### src/rtl/mybus_pkg.sv
// Shared definitions for the four-phase bus request controller:
// FSM state encoding, default timeout and wait-counter width.
package mybus_pkg;

  typedef enum logic [1:0] {
    IDLE   = 2'd0,
    REQ_HI = 2'd1,
    REQ_LO = 2'd2,
    ERR    = 2'd3
  } state_e;

  localparam int unsigned TIMEOUT_CYCLES_DEF = 16;
  // Wide enough for the largest legal timeout (255).
  localparam int unsigned WAIT_W = 8;

endpackage

### src/rtl/bus_wait_timer.sv
// Per-phase wait counter; flags the cycle in which the current phase
// has used up its TIMEOUT_CYCLES budget.
module bus_wait_timer
  import mybus_pkg::*;
#(
  parameter int unsigned TIMEOUT_CYCLES = TIMEOUT_CYCLES_DEF
) (
  input  logic ck,
  input  logic arst,
  input  logic clr,
  input  logic en,
  output logic expired
);

  localparam logic [WAIT_W-1:0] LAST_CNT = WAIT_W'(TIMEOUT_CYCLES - 1);

  logic [WAIT_W-1:0] wait_q;
  logic [WAIT_W-1:0] wait_d;

  // Next wait count: clear on phase change, otherwise advance while waiting.
  always_comb begin
    wait_d = wait_q;
    if (clr) begin
      wait_d = '0;
    end else if (en) begin
      wait_d = wait_q + WAIT_W'(1);
    end else begin
      wait_d = wait_q;
    end
  end

  // Wait count register.
  always_ff @(posedge ck or posedge arst) begin
    if (arst) begin
      wait_q <= '0;
    end else begin
      wait_q <= wait_d;
    end
  end

  // The counter would reach TIMEOUT_CYCLES on this edge.
  assign expired = (wait_q == LAST_CNT);

endmodule

### src/rtl/bus_req_ctrl.sv
// Four-phase request/acknowledge controller toward an isolatable consumer,
// with timeout error handling and a wrapping completed-transaction counter.
module bus_req_ctrl
  import mybus_pkg::*;
#(
  parameter int unsigned TIMEOUT_CYCLES = TIMEOUT_CYCLES_DEF,
  parameter int unsigned CNT_W          = 8
) (
  input  logic             ck,
  input  logic             arst,
  input  logic             isolateM1M3,
  input  logic             start,
  input  logic             clear_err,
  output logic             data_ready,
  input  logic             data_tx,
  output logic             busy,
  output logic             done,
  output logic             timeout_err,
  output logic             iso_abort,
  output logic [CNT_W-1:0] txn_count
);

  state_e             state_q, state_d;
  logic               data_ready_q, data_ready_d;
  logic               busy_q, busy_d;
  logic               done_q, done_d;
  logic               timeout_err_q, timeout_err_d;
  logic               iso_abort_q, iso_abort_d;
  logic [CNT_W-1:0]   txn_count_q, txn_count_d;
  logic               wait_clr, wait_en, expired;

  bus_wait_timer #(
    .TIMEOUT_CYCLES(TIMEOUT_CYCLES)
  ) u_wait_timer (
    .ck     (ck),
    .arst   (arst),
    .clr    (wait_clr),
    .en     (wait_en),
    .expired(expired)
  );

  // Next state and next values of every registered output.
  always_comb begin
    state_d       = state_q;
    timeout_err_d = timeout_err_q;
    iso_abort_d   = iso_abort_q;
    done_d        = 1'b0;
    txn_count_d   = txn_count_q;
    case (state_q)
      IDLE: begin
        if (start && !isolateM1M3) begin
          state_d     = REQ_HI;
          iso_abort_d = 1'b0;
        end else begin
          state_d = IDLE;
        end
      end
      REQ_HI: begin
        // Isolation outranks both the handshake and the timeout.
        if (isolateM1M3) begin
          state_d     = IDLE;
          iso_abort_d = 1'b1;
        end else if (data_tx) begin
          state_d = REQ_LO;
        end else if (expired) begin
          state_d       = ERR;
          timeout_err_d = 1'b1;
        end else begin
          state_d = REQ_HI;
        end
      end
      REQ_LO: begin
        if (isolateM1M3) begin
          state_d     = IDLE;
          iso_abort_d = 1'b1;
        end else if (!data_tx) begin
          state_d     = IDLE;
          done_d      = 1'b1;
          txn_count_d = txn_count_q + CNT_W'(1);
        end else if (expired) begin
          state_d       = ERR;
          timeout_err_d = 1'b1;
        end else begin
          state_d = REQ_LO;
        end
      end
      ERR: begin
        // A simultaneous start is deliberately dropped here.
        if (clear_err) begin
          state_d       = IDLE;
          timeout_err_d = 1'b0;
        end else begin
          state_d = ERR;
        end
      end
      default: begin
        state_d = IDLE;
      end
    endcase

    data_ready_d = (state_d == REQ_HI);
    busy_d       = (state_d != IDLE);
    wait_en      = ((state_q == REQ_HI) || (state_q == REQ_LO)) && (state_d == state_q);
    wait_clr     = !wait_en;
  end

  // State and output registers.
  always_ff @(posedge ck or posedge arst) begin
    if (arst) begin
      state_q       <= IDLE;
      data_ready_q  <= 1'b0;
      busy_q        <= 1'b0;
      done_q        <= 1'b0;
      timeout_err_q <= 1'b0;
      iso_abort_q   <= 1'b0;
      txn_count_q   <= '0;
    end else begin
      state_q       <= state_d;
      data_ready_q  <= data_ready_d;
      busy_q        <= busy_d;
      done_q        <= done_d;
      timeout_err_q <= timeout_err_d;
      iso_abort_q   <= iso_abort_d;
      txn_count_q   <= txn_count_d;
    end
  end

  assign data_ready  = data_ready_q;
  assign busy        = busy_q;
  assign done        = done_q;
  assign timeout_err = timeout_err_q;
  assign iso_abort   = iso_abort_q;
  assign txn_count   = txn_count_q;

endmodule
### config.mk
export PLATFORM = sky130hd
export DESIGN_NAME = bus_req_ctrl
export DESIGN_NICKNAME = d
export VERILOG_FILES = /design/src/rtl/mybus_pkg.sv /design/src/rtl/bus_wait_timer.sv /design/src/rtl/bus_req_ctrl.sv
export SDC_FILE = /design/constraint.sdc
export NUM_CORES = 1
export LEC_CHECK = 0
export BUFFER_PORTS_ARGS = -buffer_cell sky130_fd_sc_hd__buf_4
export CAP_MARGIN = 30
export CORE_MARGIN = 10
export CORE_UTILIZATION = 49
export DETAILED_ROUTE_END_ITERATION = 10
export GPL_TIMING_DRIVEN = 0
export PLACE_DENSITY_LB_ADDON = 0.12
export SYNTH_ARGS = -nofsm -noshare
export SYNTH_HDL_FRONTEND = slang
export SYNTH_SLANG_ARGS = --single-unit
### constraint.sdc
create_clock -name ck -period 1.64 [get_ports ck]
set_input_delay 0.082 -clock ck [delete_from_list [all_inputs] [get_ports ck]]
set_output_delay 0.082 -clock ck [all_outputs]
set_load 0.02 [all_outputs]
==> flow_results.org, run 1 <==
** Floorplanning
- The floorplan step defined a die boundary enclosing 4750 um^2.
- In this run the core area contains 17 standard-cell rows.
- Measured along the x axis, the die boundary spans 68.9 um.
- Starting density of the core :: between 50% and 60%
- Count of boundary I/O pins :: 19
- The floorplan step defined a core boundary enclosing 2250 um^2.
- Die height :: 68.9 um

** Critical path
- Crit path DAT :: 2.02 ns
- Along the worst path, the maximum fanout reaches 8.
- Setup crit start kind :: flip-flop
- STA classifies the critical path endpoint as a flip-flop.
- Data on the critical path is required at its endpoint by 1.84 ns.
- The setup path with the least slack is of type reg -> reg.

** Final layout
- Area growth, synth to finish :: 50.7%
- Cells with a size suffix above 1 make up 58.5% of the layout.
- Final cell area excluding filler cells :: 1770 um^2
- The number of antenna diodes in the final layout is 0.
- After filler insertion, the fill cell instance count of the layout stands at 133.
- Commonest cells after routing, fill and taps aside :: 33 x buf_4, 20 x dfrtp_1, 8 x xor2_1
- Most common cell after layout, fill and taps aside :: buf_4
- Number of nets in the layout :: 157

** Synthesis
- Count of yosys warnings during synthesis :: 0
- Number of enable flip-flop cells after synthesis :: 0
- Share of synthesized area occupied by flip-flops and latches :: 49.1%
- Mean instance size in the synthesized netlist :: approximately 12 um^2
- Area contributors post-synth :: dfrtp_1 49%, ha_1 8.5%, xor2_1 6.0%
- Netlist area before placement :: 1170 um^2
- In the synthesized netlist the async set-or-reset flop fraction comes to 100%.
- Synthesized flop and latch total :: 23
- Mapped Nets :: 115
- Area leader, netlist :: dfrtp_1
- For this run, the leading register cell type out of synthesis is dfrtp_1.
- Share of Yosys cell area claimed by the top area cell type :: 49.1%
- In the synthesized netlist, the number of instances is 101.
- The netlist uses 29 different library cells.

** Clock network
- The clock drives 23 sinks.
- Clock tree from TritonCTS :: built
- Number of buffers created by CTS :: 3
- Clock-pin slew was measured on the worst setup and hold paths at about 0.13 ns.
- CTS placed an instance of clkbuf_4 at the clock tree root.
- Clock Latency Late Sink :: 0.31 ns
- No sink is reached through more buffers than the 2 on the longest clock path.
- Depth of the CTS H-tree :: 1

** Outcome
- The run finished, with violations left.
- The checks that failed: setup timing.

** Detailed routing
- Starting DRC count in detailed routing :: roughly 90
- The detail route stage leaves a number of antenna-violating nets equal to 0.
- Via count :: 918
- The first TritonRoute pass finished after 4 iterations.
- For this run, design rule violations remaining after detail routing come to 0.
- Routed wire length per instance :: around 16 um
- Final routed wirelength across all metal layers :: around 2800 um
- Post-DR vias/cell :: around 5.4

** Flow run
- Max-cap violation count :: 0

** Timing
- Post-Route Hold Slack :: approximately 0.13 ns
- The count of endpoints failing hold in the final timing report is 0.
- The smallest clock period supported by the final layout is computed as 1.82 ns.
- Summed over all failing endpoints, the final setup total negative slack is -1.61 ns.
- Measured against its own limit, the worst slew margin works out to 43.3%.
- For this run, the top clock speed supported by timing is 550 MHz.
- In the post-route analysis, the smallest setup slack over all paths is -0.177 ns.
- Final period utilization :: 111%
- At the pin with the least slew margin, the transition time is 0.850 ns.
- Clock Skew :: 0.00251 ns
- Number of setup violations in the final report :: 13
- Unrepaired setup endpoints after global routing :: true
- The count of pins over their slew limit is 0.

** Global routing
- The first global-routing pass estimated 4270 um of wire.
- Entering global routing, the biggest net connects 24 pins.
- Total routing usage reported by global routing :: 11.5%
- Via count of the first global-routing pass :: around 920
- Overflow left after global routing :: 0
- Antenna violations before repair :: 0

** Place
- Worst slack, placed :: -0.299 ns
- Final GP Congestion :: 0.763
- Buffers placed on the I/O ports in this run total 18.
- Placement Cell Area :: 1410 um^2
- The wire-length estimate of the detail-placed layout is 1690 um.

** Hold path
- Hold Crit Class :: in -> reg

** Pwr
- In this run the static leakage power is 0.821 nW.
- For this design the ratio of total power to cell area is about 1100 nW/um^2.
- Worst ir drop on vdd :: ~0.96 mV
## path summary, 6_finish.rpt
path	cells after the start	from	slack, ns	endpoint
worst max-delay path	6	state_q[1]	-0.18	u_wait_timer.wait_q[3]
worst min-delay path	4	start	0.13	iso_abort
worst max register to register	6	state_q[1]	-0.18	u_wait_timer.wait_q[3]
worst min register to register	1	txn_count[7]	0.51	txn_count[7]
max in group asynchronous	3	arst	0.54	state_q[0]
min in group asynchronous	3	arst	0.52	txn_count[0]
## logic make-up (layout without fill, tap and decap cells)
logic type | Yosys count | count (layout) | synth area share, %
buf+inv | 4 | 45 | 1.39
fa+ha+maj | 8 | 8 | 8.54
compound gates | 8 | 8 | 5.87
flops | 23 | 23 | 49.1
simple gates | 42 | 42 | 22.1
xor+xnor | 14 | 14 | 11.1
mux | 2 | 2 | 1.92
## final cells by class
type,instances,area [um^2],share of cell area [%]
repair buffers,38,303,17.1
inverters,3,16.3,0.921
flip-flops and latches,23,579,32.8
well taps,28,35.0,1.98
clock inverters,1,5.00,0.283
multi-input cells,74,806,45.6
clock buffers,3,22.5,1.27
## metal layers
metal  GRT usage, %  part of all wire [%]
met5              0                     0
met4           4.19                  0.36
met3           3.06                   5.6
met2           19.2                    50
met1           13.9                    44
## per-stage QoR
stage	util, %	std cells	total power, W
final	78.4	170	0.00198
after CTS	71.1	163	0.00187
after global routing	78.4	170	0.00210
after detailed placement	62.5	147	0.00144
after floorplan	-	101	0.00124
after global placement	62.5	147	0.00142
## repair_timing
action,CTS,global route
buffers inserted,12,7
hold endpoints to repair,23,0
gates resized for setup,19,23
setup endpoints to repair,13,15
pin swaps,9,11
hold buffers,1,0
## Yosys cell counts (all sizes together), types with 2 or more instances
| cell type | number |
|---|---|
| ha | 8 |
| nor2 | 5 |
| and3 | 2 |
| nand2 | 4 |
| and4 | 2 |
| nand3 | 6 |
| inv | 3 |
| nor3b | 2 |
| mux2 | 2 |
| xor2 | 8 |
| xnor2 | 6 |
| dfrtp | 23 |
| nor2b | 3 |
| a21oi | 2 |
| a211oi | 2 |
| nor3 | 12 |
## worst max-delay path, stage by stage, from the launching register on
cell and delay, ns:
dfrtp_2 0.49, ha_4 0.16, nor2b_4 0.24, a211oi_4 0.08, or4_4 0.52, nand3_4 0.14, nor3_1 0.06
## flip-flops by register name (all words and copies together), names as in the netlist
name	flops
state_q	2
done	1
txn_count	8
iso_abort	1
u_wait_timer.wait_q	8
data_ready	1
busy	1
timeout_err	1
## where the power goes
part | internal, W | switching [W]
clock | 0.0000911 | 0.000170
sequential | 0.000646 | 0.0000776
combinational | 0.000470 | 0.000530
(Power assumes the default switching activity.)
==> run 2: changes to the inputs <==
CELL_PAD_IN_SITES_DETAIL_PLACEMENT = 1   (was not set)
CELL_PAD_IN_SITES_GLOBAL_PLACEMENT = 1   (was not set)
CORE_UTILIZATION = 39   (was 49)
==> flow_results.org, run 2 (synthesis gave the netlist of run 1 again) <==
** Outcome
- The flow ran to the end, but the final reports show violations.
- The final reports fail on setup timing.

** Floorplanning
- For this design the top-level I/O count stands at 19.
- The floorplan step defined a die boundary enclosing about 5600 um^2.
- The floorplan step defined a core boundary enclosing 2810 um^2.
- Die height :: around 75 um
- Starting density of the core :: 41.8%
- Horiz. Die Dim :: 74.8 um
- The floorplan has 19 rows.

** Critical path
- For the worst setup path, the data arrival time is 2.08 ns.
- Slowest cell delay on critical path :: 0.46 ns
- Critical register-to-register path startpoint :: state_q[1]
- Setup crit start :: state_q[1]
- Endpoint class of the critical path :: flip-flop
- The critical path in this run is classified as reg -> reg.
- Dominant delay contributor by cell family on the critical path :: simple AND/OR/NAND/NOR gates
- Cell chain of the critical path :: buf_12 -> ha_4 -> and3b_1 -> nand3_2 -> a22oi_4 -> xnor2_4 -> buf_12 -> nor3b_2
- CP Max Fanout :: 7
- Counting cells, the worst reg-to-reg path comes to 8.
- CP dominant cell by count :: buf_12
- Critical-path cell with the highest stage delay :: dfrtp_2
- Setup crit start kind :: flip-flop
- In this run the number of cells on the critical path is 8.
- At the worst endpoint, the required time is 1.89 ns.
- Buffer and inverter count on the worst path :: 2

** Timing
- The count of endpoints failing hold in the final timing report came to 0.
- Setup repair after global routing could not meet its margin everywhere.
- At the pin with the least slew margin, the transition time is just under 0.9 ns.
- Final period utilization :: 111%
- Pins over their slew limit :: 0
- For the finished layout, the period the worst path requires is ~1.8 ns.
- Number of setup violations in the final report :: 15
- Between clock sinks in the finished design, the worst skew comes to ~0.0073 ns.
- Worst path setup slack after routing :: -0.186 ns
- Max-slew headroom :: 40.5%
- FMAX :: roughly 550 MHz

** Pwr
- Worst ir drop on vdd :: 0.636 mV
- Sequential fraction of design power :: around a third
- Net switching power of the design :: between 0.0008 and 0.0009 W
- Leak pwr :: 0.832 nW
- Net switching is between 30% and 40% of the power.
- Total power density per cell area :: 1200 nW/um^2
- The clock network is responsible for between 10 and 15% of the overall power.
- Internal Power :: between 0.001 and 0.0015 W
- Combinational cell fraction of total power :: 54.0%
- Power comes to around 0.0021 W.

** Hold path
- The path class of the tightest hold or removal check is in -> reg.
- Launch instance of the worst min-delay path :: isolateM1M3
- The worst hold path passes through 3 cells.

** Place
- Once placement finished, the instance area stood at 1410 um^2.
- At the placement stage, the worst setup path has a slack of -0.286 ns.
- Post-DP HPWL :: 1990 um
- Number of I/O port buffers :: 18
- Final GP Congestion :: about 0.76
- Counting tap cells, the placed design contains a total of 150 instances.

** Final layout
- Number of nets in the layout :: 160
- Sequential Area :: 578 um^2
- For this run, the number of standard cells in the final layout without fillers is about 180.
- The multi-input combinational cells in the finished layout cover a total of ~770 um^2.
- Commonest cells after routing, fill and taps aside :: 34 x buf_4, 21 x dfrtp_1, 8 x xor2_1
- Share of final-layout standard cells stronger than drive strength 1 :: between 50% and 60%
- 0 antenna diodes ended up in the layout.
- Summing all non-filler instances in the final layout gives an area of 1780 um^2.
- From synthesis to final layout, the design area changed by 52.0%.
- Most common cell after layout, fill and taps aside :: buf_4
- Filler cell count in the final layout :: 296

** Clock network
- Number of buffers created by CTS :: 3
- Depth of the CTS H-tree :: 1
- Clock tree from TritonCTS :: built
- Clock Sinks :: 23
- The tree is rooted in a clkbuf_4.
- Clock Latency Late Sink :: 0.31 ns
- CTS Buffer Depth :: 2
- Clock-pin slew on the worst setup and hold paths :: 0.14 ns

** Detailed routing
- Dividing the detail-routed wire length by the instance count gives between 15 and 20 um.
- For this block, the routed nets add up to 3290 um of wire.
- Starting DRC count in detailed routing :: 41
- Detailed-route DRC error count :: 0
- In the routed layout, each cell is associated on average with a via count of 5.21.
- Number of iterations in the first detailed-routing pass :: 5
- The routed layout has around 920 vias.
- Number of routed nets with antenna violations :: 0

** Global routing
- After global routing the overflow that remains totals 0.
- The via count of the first global-routing pass came to between 1000 and 1500.
- Entering global routing, the biggest net connects 24 pins.
- Global routing used a little over a tenth of the available tracks across all layers.
- Global-route wire length before repair :: 4820 um
- The number of antenna violations at the first check in global routing came to 0.

** Flow run
- Max-cap violation count :: 0
run 2: changes by cell type in the layout (fill, tap and decap cells not counted), moves of 2 or more:
cell,delta
buf_12,+2
ha_2,+2
inv_4,-2
nand3_2,+2
nand3_4,-2
run 2: worst reg2reg max path, delay by kind of cell, from the launching register on:
family                     cells  cell delay, ns
AOI/OAI and AO/OA              1            0.27
and+or+nand+nor                3            0.49
adders and majority gates      1            0.14
buffers and inverters          2            0.27
xor gates and xnor gates       1            0.13
DFF                            1            0.46
run 2: repair_timing:
action,in CTS,in global routing
gates cloned,0,0
hold endpoints to repair,23,0
endpoints found under the setup margin,15,16
gates resized for setup,17,19
hold buffers,1,0
pin swaps,9,11
setup buffers,10,11
run 2: per-stage QoR:
stage          hold slack (ns)  utilization (%)  setup TNS [ns]
2_1_floorplan           0.0839                -          -0.516
3_3_place_gp             0.319             50.4           -2.71
3_5_place_dp             0.330             50.4           -2.88
4_1_cts                  0.109             57.4           -1.54
5_1_grt                  0.147             63.5           -3.02
6_report                 0.117             63.5           -1.80
run 2: final cells by class:
cell class / instances / share of cell area [%]
Sequential cell: 23 / 32.4
Timing Repair Buffer: 40 / 19.0
Tap cell: 31 / 2.18
Multi-Input combinational cell: 74 / 43.3
Clock inverter: 1 / 0.281
Buffer: 1 / 0.632
Clock buffer: 3 / 1.26
Inverter: 3 / 0.913
run 2: final timing paths:
kind | end | slack, ns
max | u_wait_timer.wait_q[1] | -0.19
min | iso_abort | 0.12
max reg2reg | u_wait_timer.wait_q[1] | -0.19
min reg2reg | txn_count[7] | 0.48
max in group asynchronous | state_q[0] | 0.53
min in group asynchronous | u_wait_timer.wait_q[7] | 0.51
run 2: power by group through the flow:
stage	clock network, W	logic (W)	registers, W
final	0.000270	0.00116	0.000716
after global routing	0.000304	0.00124	0.000728
after detailed placement	0	0.000732	0.000721
after CTS	0.000278	0.000889	0.000709
after global placement	0	0.000718	0.000718
after floorplan	0	0.000471	0.000768
run 2: per-layer routing:
metal	track usage [%]	wire length, um	up-vias
met5	0	0	-
met4	3.99	17	0
met3	3.02	133	2
met2	18.6	1730	16
met1	13.0	1410	458
li1	-	-	441
